`config.mk`:
```
export PLATFORM = sky130hd
export DESIGN_NAME = mem_arbiter_flat
export DESIGN_NICKNAME = d
export VERILOG_FILES = /design/src/rtl/mem_arbiter_if.sv /design/src/rtl/mem_arbiter.sv /design/src/flat_wrapper.sv
export SDC_FILE = /design/constraint.sdc
export NUM_CORES = 1
export LEC_CHECK = 0
export CAP_MARGIN = 20
export CELL_PAD_IN_SITES_DETAIL_PLACEMENT = 1
export CELL_PAD_IN_SITES_GLOBAL_PLACEMENT = 2
export CORE_ASPECT_RATIO = 1.1
export CORE_UTILIZATION = 25
export DETAILED_ROUTE_END_ITERATION = 8
export PLACE_DENSITY_LB_ADDON = 0.2
export SYNTH_ARGS = -nofsm -noshare
export SYNTH_HDL_FRONTEND = slang
export SYNTH_SLANG_ARGS = --single-unit
export TNS_END_PERCENT = 5
```
`constraint.sdc`:
```
create_clock -name clk -period 4.55 [get_ports clk]
set_clock_uncertainty 0.15 [all_clocks]
set_input_delay 0.91 -clock clk [delete_from_list [all_inputs] [get_ports clk]]
set_output_delay 0.91 -clock clk [all_outputs]
set_load 0.02 [all_outputs]
```
`src/rtl/mem_arbiter_if.sv`:
```
// Requester/ram bundle for mem_arbiter: master = requesters + ram, slave = arbiter.
interface mem_arbiter_if #(
  parameter int ADDR_W = 11,
  parameter int DATA_W = 16
);
  logic              p0_req;
  logic              p0_we;
  logic [ADDR_W-1:0] p0_addr;
  logic [DATA_W-1:0] p0_wdata;
  logic              p0_ack;
  logic [DATA_W-1:0] p0_rdata;

  logic              p1_req;
  logic              p1_we;
  logic [ADDR_W-1:0] p1_addr;
  logic [DATA_W-1:0] p1_wdata;
  logic              p1_ack;
  logic [DATA_W-1:0] p1_rdata;

  logic [ADDR_W-1:0] mem_addr;
  logic [DATA_W-1:0] mem_wdata;
  logic              mem_we;
  logic [DATA_W-1:0] mem_rdata;

  logic              busy;
  logic              grant_id;

  modport master (
    output p0_req, p0_we, p0_addr, p0_wdata,
    input  p0_ack, p0_rdata,
    output p1_req, p1_we, p1_addr, p1_wdata,
    input  p1_ack, p1_rdata,
    input  mem_addr, mem_wdata, mem_we,
    output mem_rdata,
    input  busy, grant_id
  );

  modport slave (
    input  p0_req, p0_we, p0_addr, p0_wdata,
    output p0_ack, p0_rdata,
    input  p1_req, p1_we, p1_addr, p1_wdata,
    output p1_ack, p1_rdata,
    output mem_addr, mem_wdata, mem_we,
    input  mem_rdata,
    output busy, grant_id
  );
endinterface

```
`src/rtl/mem_arbiter.sv`:
```
// Two-port arbiter/sequencer for a single-port ram; 4-cycle transactions, ack at E+3.
// Optional MEM_ARB_ROUND_ROBIN_EN: ties alternate; otherwise port 1 always wins ties.
module mem_arbiter #(
  parameter int ADDR_W = 11,
  parameter int DATA_W = 16
) (
  input  logic         clk,
  input  logic         reset_bar,
  mem_arbiter_if.slave bus
);

  typedef enum logic [1:0] {IDLE, ISSUE, CAPTURE, RESP} state_t;

  state_t            state_q, state_d;
  logic [ADDR_W-1:0] addr_q, addr_d;
  logic [DATA_W-1:0] wdata_q, wdata_d;
  logic              we_q, we_d;
  logic              grant_q, grant_d;
  logic              p0_ack_q, p0_ack_d;
  logic              p1_ack_q, p1_ack_d;
  logic [DATA_W-1:0] p0_rdata_q, p0_rdata_d;
  logic [DATA_W-1:0] p1_rdata_q, p1_rdata_d;
  logic              win_p1;

`ifdef MEM_ARB_ROUND_ROBIN_EN
  // last_q=1 means port 1 won the previous grant, so port 0 takes the next tie.
  logic last_q, last_d;

  assign win_p1 = bus.p1_req && (!bus.p0_req || !last_q);

  always_comb begin
    last_d = last_q;
    if (state_q == IDLE && (bus.p0_req || bus.p1_req)) begin
      last_d = win_p1;
    end
  end

  always_ff @(posedge clk) begin
    if (!reset_bar) begin
      last_q <= 1'b0;
    end else begin
      last_q <= last_d;
    end
  end
`else
  assign win_p1 = bus.p1_req;
`endif

  always_comb begin
    state_d    = state_q;
    addr_d     = addr_q;
    wdata_d    = wdata_q;
    we_d       = we_q;
    grant_d    = grant_q;
    p0_ack_d   = 1'b0;
    p1_ack_d   = 1'b0;
    p0_rdata_d = p0_rdata_q;
    p1_rdata_d = p1_rdata_q;
    case (state_q)
      IDLE: begin
        if (bus.p0_req || bus.p1_req) begin
          grant_d = win_p1;
          addr_d  = win_p1 ? bus.p1_addr  : bus.p0_addr;
          wdata_d = win_p1 ? bus.p1_wdata : bus.p0_wdata;
          we_d    = win_p1 ? bus.p1_we    : bus.p0_we;
          state_d = ISSUE;
        end
      end
      ISSUE: state_d = CAPTURE;
      CAPTURE: begin
        // ram output is valid this cycle; writes leave the port's rdata untouched.
        if (!we_q) begin
          if (grant_q) p1_rdata_d = bus.mem_rdata;
          else         p0_rdata_d = bus.mem_rdata;
        end
        if (grant_q) p1_ack_d = 1'b1;
        else         p0_ack_d = 1'b1;
        state_d = RESP;
      end
      RESP:    state_d = IDLE;
      default: state_d = IDLE;
    endcase
  end

  always_ff @(posedge clk) begin
    if (!reset_bar) begin
      state_q    <= IDLE;
      addr_q     <= '0;
      wdata_q    <= '0;
      we_q       <= 1'b0;
      grant_q    <= 1'b0;
      p0_ack_q   <= 1'b0;
      p1_ack_q   <= 1'b0;
      p0_rdata_q <= '0;
      p1_rdata_q <= '0;
    end else begin
      state_q    <= state_d;
      addr_q     <= addr_d;
      wdata_q    <= wdata_d;
      we_q       <= we_d;
      grant_q    <= grant_d;
      p0_ack_q   <= p0_ack_d;
      p1_ack_q   <= p1_ack_d;
      p0_rdata_q <= p0_rdata_d;
      p1_rdata_q <= p1_rdata_d;
    end
  end

  // Gating with reset_bar drops a write whose ISSUE cycle coincides with reset.
  assign bus.mem_we    = (state_q == ISSUE) && we_q && reset_bar;
  assign bus.mem_addr  = addr_q;
  assign bus.mem_wdata = wdata_q;
  assign bus.p0_ack    = p0_ack_q;
  assign bus.p1_ack    = p1_ack_q;
  assign bus.p0_rdata  = p0_rdata_q;
  assign bus.p1_rdata  = p1_rdata_q;
  assign bus.busy      = (state_q != IDLE);
  assign bus.grant_id  = grant_q;

endmodule
```
`src/flat_wrapper.sv`:
```
// flat-port wrapper written by rule: the top's interface ports become plain ports
module mem_arbiter_flat 
#(
  parameter int ADDR_W = 11,
  parameter int DATA_W = 16
)
  (clk, reset_bar, bus_p0_req, bus_p0_we, bus_p0_addr, bus_p0_wdata, bus_p0_ack, bus_p0_rdata, bus_p1_req, bus_p1_we, bus_p1_addr, bus_p1_wdata, bus_p1_ack, bus_p1_rdata, bus_mem_addr, bus_mem_wdata, bus_mem_we, bus_mem_rdata, bus_busy, bus_grant_id);
  mem_arbiter_if #(.ADDR_W(ADDR_W), .DATA_W(DATA_W)) bus_i ();
  input  logic clk;
  input  logic reset_bar;
  input wire logic [$bits(bus_i.p0_req)-1:0] bus_p0_req;
  input wire logic [$bits(bus_i.p0_we)-1:0] bus_p0_we;
  input wire logic [$bits(bus_i.p0_addr)-1:0] bus_p0_addr;
  input wire logic [$bits(bus_i.p0_wdata)-1:0] bus_p0_wdata;
  output wire logic [$bits(bus_i.p0_ack)-1:0] bus_p0_ack;
  output wire logic [$bits(bus_i.p0_rdata)-1:0] bus_p0_rdata;
  input wire logic [$bits(bus_i.p1_req)-1:0] bus_p1_req;
  input wire logic [$bits(bus_i.p1_we)-1:0] bus_p1_we;
  input wire logic [$bits(bus_i.p1_addr)-1:0] bus_p1_addr;
  input wire logic [$bits(bus_i.p1_wdata)-1:0] bus_p1_wdata;
  output wire logic [$bits(bus_i.p1_ack)-1:0] bus_p1_ack;
  output wire logic [$bits(bus_i.p1_rdata)-1:0] bus_p1_rdata;
  output wire logic [$bits(bus_i.mem_addr)-1:0] bus_mem_addr;
  output wire logic [$bits(bus_i.mem_wdata)-1:0] bus_mem_wdata;
  output wire logic [$bits(bus_i.mem_we)-1:0] bus_mem_we;
  input wire logic [$bits(bus_i.mem_rdata)-1:0] bus_mem_rdata;
  output wire logic [$bits(bus_i.busy)-1:0] bus_busy;
  output wire logic [$bits(bus_i.grant_id)-1:0] bus_grant_id;
  assign bus_i.p0_req = bus_p0_req;
  assign bus_i.p0_we = bus_p0_we;
  assign bus_i.p0_addr = bus_p0_addr;
  assign bus_i.p0_wdata = bus_p0_wdata;
  assign bus_p0_ack = bus_i.p0_ack;
  assign bus_p0_rdata = bus_i.p0_rdata;
  assign bus_i.p1_req = bus_p1_req;
  assign bus_i.p1_we = bus_p1_we;
  assign bus_i.p1_addr = bus_p1_addr;
  assign bus_i.p1_wdata = bus_p1_wdata;
  assign bus_p1_ack = bus_i.p1_ack;
  assign bus_p1_rdata = bus_i.p1_rdata;
  assign bus_mem_addr = bus_i.mem_addr;
  assign bus_mem_wdata = bus_i.mem_wdata;
  assign bus_mem_we = bus_i.mem_we;
  assign bus_i.mem_rdata = bus_mem_rdata;
  assign bus_busy = bus_i.busy;
  assign bus_grant_id = bus_i.grant_id;
  mem_arbiter #(.ADDR_W(ADDR_W), .DATA_W(DATA_W)) u_core (.clk(clk), .reset_bar(reset_bar), .bus(bus_i));
endmodule
```
### Word-level counts from Yosys, hierarchy flattened

Cells that the tools add are included.
Widths: inputs -> output; s select.

| word-level totals | value |
|---|---|
| register bits | 65 |
| input port bits | 76 |
| output and inout bits | 64 |
| word-level logic and storage cells | 31 |

| operators by class | value |
|---|---|
| equality and inequality tests | 4 |
| multiplexer cells | 7 |
| bitwise operators | 2 |
| reductions and logical operators | 9 |

Operators with widths:

| kind | count |
|---|---|
| $mux 16 | 1 |
| $mux 11 | 1 |
| $pmux 2 s4 | 1 |
| $reduce_and 3->1 | 2 |
| $eq 2x2->1 const B | 2 |
| $reduce_and 2->1 | 2 |
| $mux 1 | 3 |
| $eq 2x1->1 const B | 1 |
| $logic_and 1x1->1 | 2 |
| $logic_not 2->1 | 1 |
| $mux 2 | 1 |
| $ne 2x1->1 const B | 1 |
| $not 1->1 | 2 |
| $reduce_bool 2->1 | 1 |
| $logic_or 1x1->1 | 1 |

### Logic depth before layout (Yosys ltp)

Gate-level depths: netlist (run 1).

| depth | value |
|---|---|
| depth after elaboration | 3 |
| depth in mapped cells | 7 |
| depth with buffers taken out | 4 |

### Least setup slack after synthesis (run 1)

Ideal clock, no wire load.

| timing path | value |
|---|---|
| path kind | in2out |
| start | input port reset_bar |
| end | output port bus_mem_we |
| data arrival time | 1.508 ns |
| data required time | 3.490 ns |
| path slack | 1.982 ns |
| cell stages on the path | 3 |
| cell sequence | buf_2 -> buf_2 -> and3_1 |

| on the way | value |
|---|---|
| cells in the longest elaborated chain, start to end | 1 |

RTL lines:

| what | RTL line | source |
|---|---|---|
| from (decl) | flat_wrapper.sv:10 | `input logic reset_bar;` |
| $logic_and 1x1->1 | mem_arbiter.sv:110 | `assign bus.mem_we = (state_q == ISSUE) && we_q && reset_bar;` |
| to (decl) | flat_wrapper.sv:25 | `output wire logic [$bits(bus_i.mem_we)-1:0] bus_mem_we;` |

Every way passes these cells.

### Worst setup path in the final report (run 1)

| timing path | value |
|---|---|
| start | register u_core.state_q[0] |
| end | output port bus_busy |

| on the way | value |
|---|---|
| cells in the longest elaborated chain, start to end | 1 |

RTL lines:

| what | RTL line | source |
|---|---|---|
| from (decl) | mem_arbiter.sv:14 | `state_t state_q, state_d;` |
| from (signal assigned) | mem_arbiter.sv:97 | `state_q <= state_d;` |
| $reduce_bool 2->1 | mem_arbiter.sv:117 | `assign bus.busy = (state_q != IDLE);` |
| to (decl) | flat_wrapper.sv:27 | `output wire logic [$bits(bus_i.busy)-1:0] bus_busy;` |

Every way passes these cells.

==> flow_summary.yaml, run 1 <==
cts:
  clk_pin_slew_ns: 0.06
  postCtsSetupBuffers: 0
  clk_path_buf_depth: 2
  worstSkewPairLatency_ns: 0.32
  cts-root-buf: "clkbuf_16"
  cts_buffers: 9
  cts_max_level: 3
  cts_resized: 0
  clkSinkCount: 65
  cts_hold_buf: 0
  cts_tree: "done"
timing:
  final.min_clock_period_ns: 2.81
  post-route-period-util: 0.618
  rsz0062_at_grt: "false"
  fmax_mhz: 356
  slew_headroom: 0.293
  hold_viol_final: 0
  setup_viol: 0
  final-max-slew-violation-count: 0
  setup_tns_ns: 0
  worst_pin_slew_ns: 1.06
synthesis:
  yosysTopAreaCell: "dfxtp_1"
  yosys_warnings: 0
  ys_ff_latch: 65
  synth_area_um2: 2840
  synth.top_cell.area_share: 0.458
  synthCells: 277
  synthTopCellsByArea: "dfxtp_1, mux2i_1, nand2_1, o22ai_2, buf_6"
  ys_types: 22
  yosysSeqAreaShare: 0.458
  avgSynthCellArea_um2: 10.3
  synth_fp_nets: 357
setup_path:
  critPathBufInv: 3
  cp_slowest_stage_delay_ns: 0.60
  cp.depth: 4
  arrival_ns: 1.75
  r2r_cells: 5
  cpMostUsedCell: "inv_1"
  critPathLaunchType: "register"
  critPathCaptureType: "output port"
  crit_type: "reg -> out"
  path_cells: "inv_1, ha_1, inv_1, clkdlybuf4s50_1"
  worstPathMaxFanout: 8
  crit_family: "buffers and inverters"
  cp.required_ns: 3.49
  slowest_stage: "clkdlybuf4s50_1"
pwr:
  power.leakage_uw: 0.00184
  total_power_uw: 2290
  power_density_nw_per_um2: 496
  vdd_drop_max_v: 0.000229
final_layout:
  final_area_um2: 4600
  num-fill-cells: 1272
  antennaDiodeCount: 0
  syn2layout_area_growth_pct: 62.1
  drive_gt1_frac: 0.109
  nets: 488
  final_cell_mix: "clkdlybuf4s50_1, nand2_1, dfxtp_1"
  final_common_cell: "clkdlybuf4s50_1"
  final_cells: 560
routing:
  dr.pass1.iters: 5
  vias: 2431
  drt-total-wl_um: 7570
  remaining_drc_errors: 0
  viasPerCell: 4.34
  drtIter0Drc: 81
  antenna_left: 0
  routedWlPerCell_um: 13.5
global_routing:
  grt_pass1_wl_um: 12200
  grt_overflow: 0
  antenna_found_initial: 0
  grt.total_usage: 0.131
  grt_start_max_net_pins: 84
  grt_pass1_vias: 2461
run_status:
  run_status: "complete, no violations"
place:
  numPortBuffers: 139
  dpl-instance-area_um2: 4270
  hpwl_um: 5390
  placedCellCount: 544
  gp_congestion: 0.682
die:
  start_util: 0.258
  dieArea_um2: 11800
  die_h_um: 114
  num_rows: 40
  pin_count: 140
  coreArea_um2: 11000
  die_x_um: 104
min_path:
  hp-class: "reg -> reg"
  hold_depth: 2
job:
  drv_cap: 0
-- metal layers --
metal	routed length (µm)	GRT usage
met1	3390	0.156
met2	3420	0.209
met3	721	0.0571
met4	37	0.0522
met5	0	0
-- cell usage after synthesis, drive strengths merged --
master,n
nor3,1
o22ai,28
a21boi,1
o21a,1
o21ai,1
ha,4
nor2,1
nand3b,1
mux2i,61
a21bo,1
buf,22
inv,3
nor3b,2
dfxtp,65
o211ai,1
a21oi,1
and3,2
nand2,80
clkbuf,1
-- registers in the layout (all words and copies together), names as in the netlist --
signal / cells
u_core.bus.mem_wdata: 16
u_core.bus.p1_ack: 1
u_core.bus.mem_addr: 11
u_core.bus.p1_rdata: 16
u_core.bus.p0_ack: 1
u_core.we_q: 1
u_core.state_q: 2
u_core.bus.p0_rdata: 16
u_core.bus.grant_id: 1
-- power by group --
part           switching, µW  internal (µW)  leakage [µW]
logic                    414            373       0.00115
registers               64.4            682      0.000531
clock network            245            507      0.000162
-- through the flow --
step | hold WS, ns | utilization | worst slack (ns)
finish | 0.302 | 0.418 | 1.74
global route | 0.332 | 0.418 | 1.64
CTS | 0.311 | 0.418 | 1.71
detailed placement | 0.301 | 0.388 | 1.73
global placement | 0.294 | 0.388 | 1.75
floorplan | 0.321 | - | 1.98
-- area by class of cell --
class                      count  area [µm²]  share of cell area
clock inverter                 5        77.6              0.0168
multi-input combinational    186        1370               0.297
timing repair buffer         143        1410               0.307
sequential                    65        1300               0.283
tap                          147         184              0.0399
inverter                       3        11.3             0.00245
clock buffer                  11         253              0.0549
-- worst reg2reg max path, delay by kind of cell (launching register included) --
kind	cells	cell delay, ns
AOI/OAI and AO/OA	2	0.34
buffers and inverters	2	0.46
adders and majority gates	1	0.35
DFF	1	0.32
-- logic make-up (layout without fill, tap and decap cells) --
group	after synthesis	after routing	synth area share
and+or+nand+nor	87	87	0.121
AOI/OAI and AO/OA	34	34	0.126
DFF	65	65	0.458
buffers and inverters	26	162	0.0626
muxes	61	61	0.215
adders and majority gates	4	4	0.0176
-- worst paths after layout --
| kind | endpoint | startpoint | slack, ns |
|---|---|---|---|
| max reg2reg | u_core.bus.mem_addr[2] | u_core.state_q[0] | 2.76 |
| min reg2reg | u_core.bus.p0_rdata[11] | u_core.bus.p0_rdata[11] | 0.30 |
| max | bus_busy | u_core.state_q[0] | 1.74 |
| min | u_core.bus.p0_rdata[11] | u_core.bus.p0_rdata[11] | 0.30 |
Note: power is estimated with default switching activity, not from simulation.
==> inputs of run 2 (changes only) <==
CORE_UTILIZATION = 23   (was 25)
clock period = 2.6 ns   (was 4.55 ns; I/O delays follow)
==> run 2 against run 1 <==
Compared with the run above:
- cell count up 1.1%
- setup slack worse by 1.5 ns
- via count up 0.25%
- worst hold slack better by 0.0033 ns
- sequential power up 76%
- largest power group unchanged
- global-route usage down 0.78 points
- power up 64%
- count of clock-buffer cells in the layout up 1
- critical path depth unchanged
- routed wire length up 3.0%
==> flow_summary.yaml, run 2 (synthesis results as in run 1) <==
run_status:
  run_status: "complete, no violations"
place:
  dpl-instance-area_um2: 4310
  numPortBuffers: 139
  gp_congestion: 0.647
  hpwl_um: 5500
die:
  pin_count: 140
  die_h_um: 119
  num_rows: 42
  coreArea_um2: 12000
  die_x_um: 108
  dieArea_um2: 12800
  start_util: 0.236
final_layout:
  final_area_um2: 4560
  drive_gt1_frac: 0.102
  seq_area_um2: 1300
  syn2layout_area_growth_pct: 60.6
  multi_input_area_um2: 1370
  num-fill-cells: 1377
  final_common_cell: "clkdlybuf4s50_1"
  nets: 490
  final_cell_mix: "clkdlybuf4s50_1, nand2_1, dfxtp_1"
  antennaDiodeCount: 0
global_routing:
  antenna_found_initial: 1
  grt_overflow: 0
  grt_pass1_wl_um: 12000
  grt.total_usage: 0.123
  grt_start_max_net_pins: 84
  grt_pass1_vias: 2448
pwr:
  power.leakage_uw: 0.00182
  p_int_uw: 2520
  clkPwrFrac: 0.278
  p_sw_uw: 1240
  p_comb_frac: 0.374
  power_density_nw_per_um2: 824
  sequentialPowerShare: 0.348
  p_sw_frac: 0.329
  vdd_drop_max_v: 0.000298
  total_power_uw: 3760
setup_path:
  worstPathMaxFanout: 8
  arrival_ns: 1.74
  r2r_slack_ns: 0.94
  crit_type: "reg -> out"
  cp.required_ns: 1.93
  critPathCaptureType: "output port"
  critPathLaunchType: "register"
  crit_path_start: "u_core.state_q[0]"
  r2r_start: "u_core.state_q[0]"
routing:
  viasPerCell: 4.31
  dr.pass1.iters: 4
  antenna_left: 0
  remaining_drc_errors: 0
  vias: 2437
  drt-total-wl_um: 7800
  drtIter0Drc: 72
  routedWlPerCell_um: 13.8
timing:
  final.min_clock_period_ns: 2.41
  hold_slack_ns: 0.306
  rsz0062_at_grt: "false"
  setup_tns_ns: 0
  setup_viol: 0
  fmax_mhz: 416
  post-route-period-util: 0.925
  slew_headroom: 0.433
  hold_viol_final: 0
  worst_pin_slew_ns: 0.851
  final-max-slew-violation-count: 0
cts:
  clk_pin_slew_ns: 0.05
  postCtsSetupBuffers: 0
  cts_resized: 0
  cts_tree: "done"
  cts_buffers: 9
  cts_max_level: 3
  worstSkewPairLatency_ns: 0.32
  clkSinkCount: 65
  clk_path_buf_depth: 2
  cts_hold_buf: 0
  cts-root-buf: "clkbuf_16"
job:
  drv_cap: 0
min_path:
  holdCritStartpoint: "u_core.bus.p1_rdata[11]"
  hp-class: "reg -> reg"
-- run 2: worst max-delay path, cell delays in order (launching register included) --
cell             delay [ns]
dfxtp_1                0.35
inv_1                  0.09
ha_1                   0.31
inv_1                  0.08
clkdlybuf4s50_1        0.59
-- run 2: area by class of cell --
type / instances / share of cell area
inverters: 3 / 0.00247
clock buffers: 12 / 0.0540
flip-flops and latches: 65 / 0.285
clock inverters: 1 / 0.00110
repair buffers: 145 / 0.315
well taps: 154 / 0.0422
multi-input cells: 186 / 0.300
-- run 2: power groups by stage --
stage	registers, µW	logic [µW]	clock network (µW)
after CTS	1310	1440	1090
after detailed placement	1330	1430	0
after global routing	1330	1520	1130
after floorplan	1520	646	0
final	1310	1410	1040
after global placement	1320	1430	0
-- run 2: final timing paths --
check / cells past startpoint / end
max: 4 / bus_busy
min: 2 / u_core.bus.p1_rdata[11]
max reg2reg: 5 / u_core.bus.mem_addr[10]
min reg2reg: 2 / u_core.bus.p1_rdata[11]
-- run 2: per-stage QoR --
step                      worst slack, ns  utilization  instances
after global placement              0.477        0.358        553
after floorplan                     0.812            -        277
final                               0.194        0.379        566
after detailed placement            0.427        0.358        553
after CTS                           0.157        0.379        566
after global routing               0.0966        0.379        566
-- run 2: routing by layer --
| layer | share of wire | GRT usage | vias to the layer above |
|---|---|---|---|
| met5 | 0.0017 | 0 | - |
| met4 | 0.012 | 0.0437 | 2 |
| met3 | 0.10 | 0.0596 | 10 |
| met2 | 0.44 | 0.187 | 106 |
| met1 | 0.45 | 0.150 | 1109 |
| li1 | - | - | 1210 |
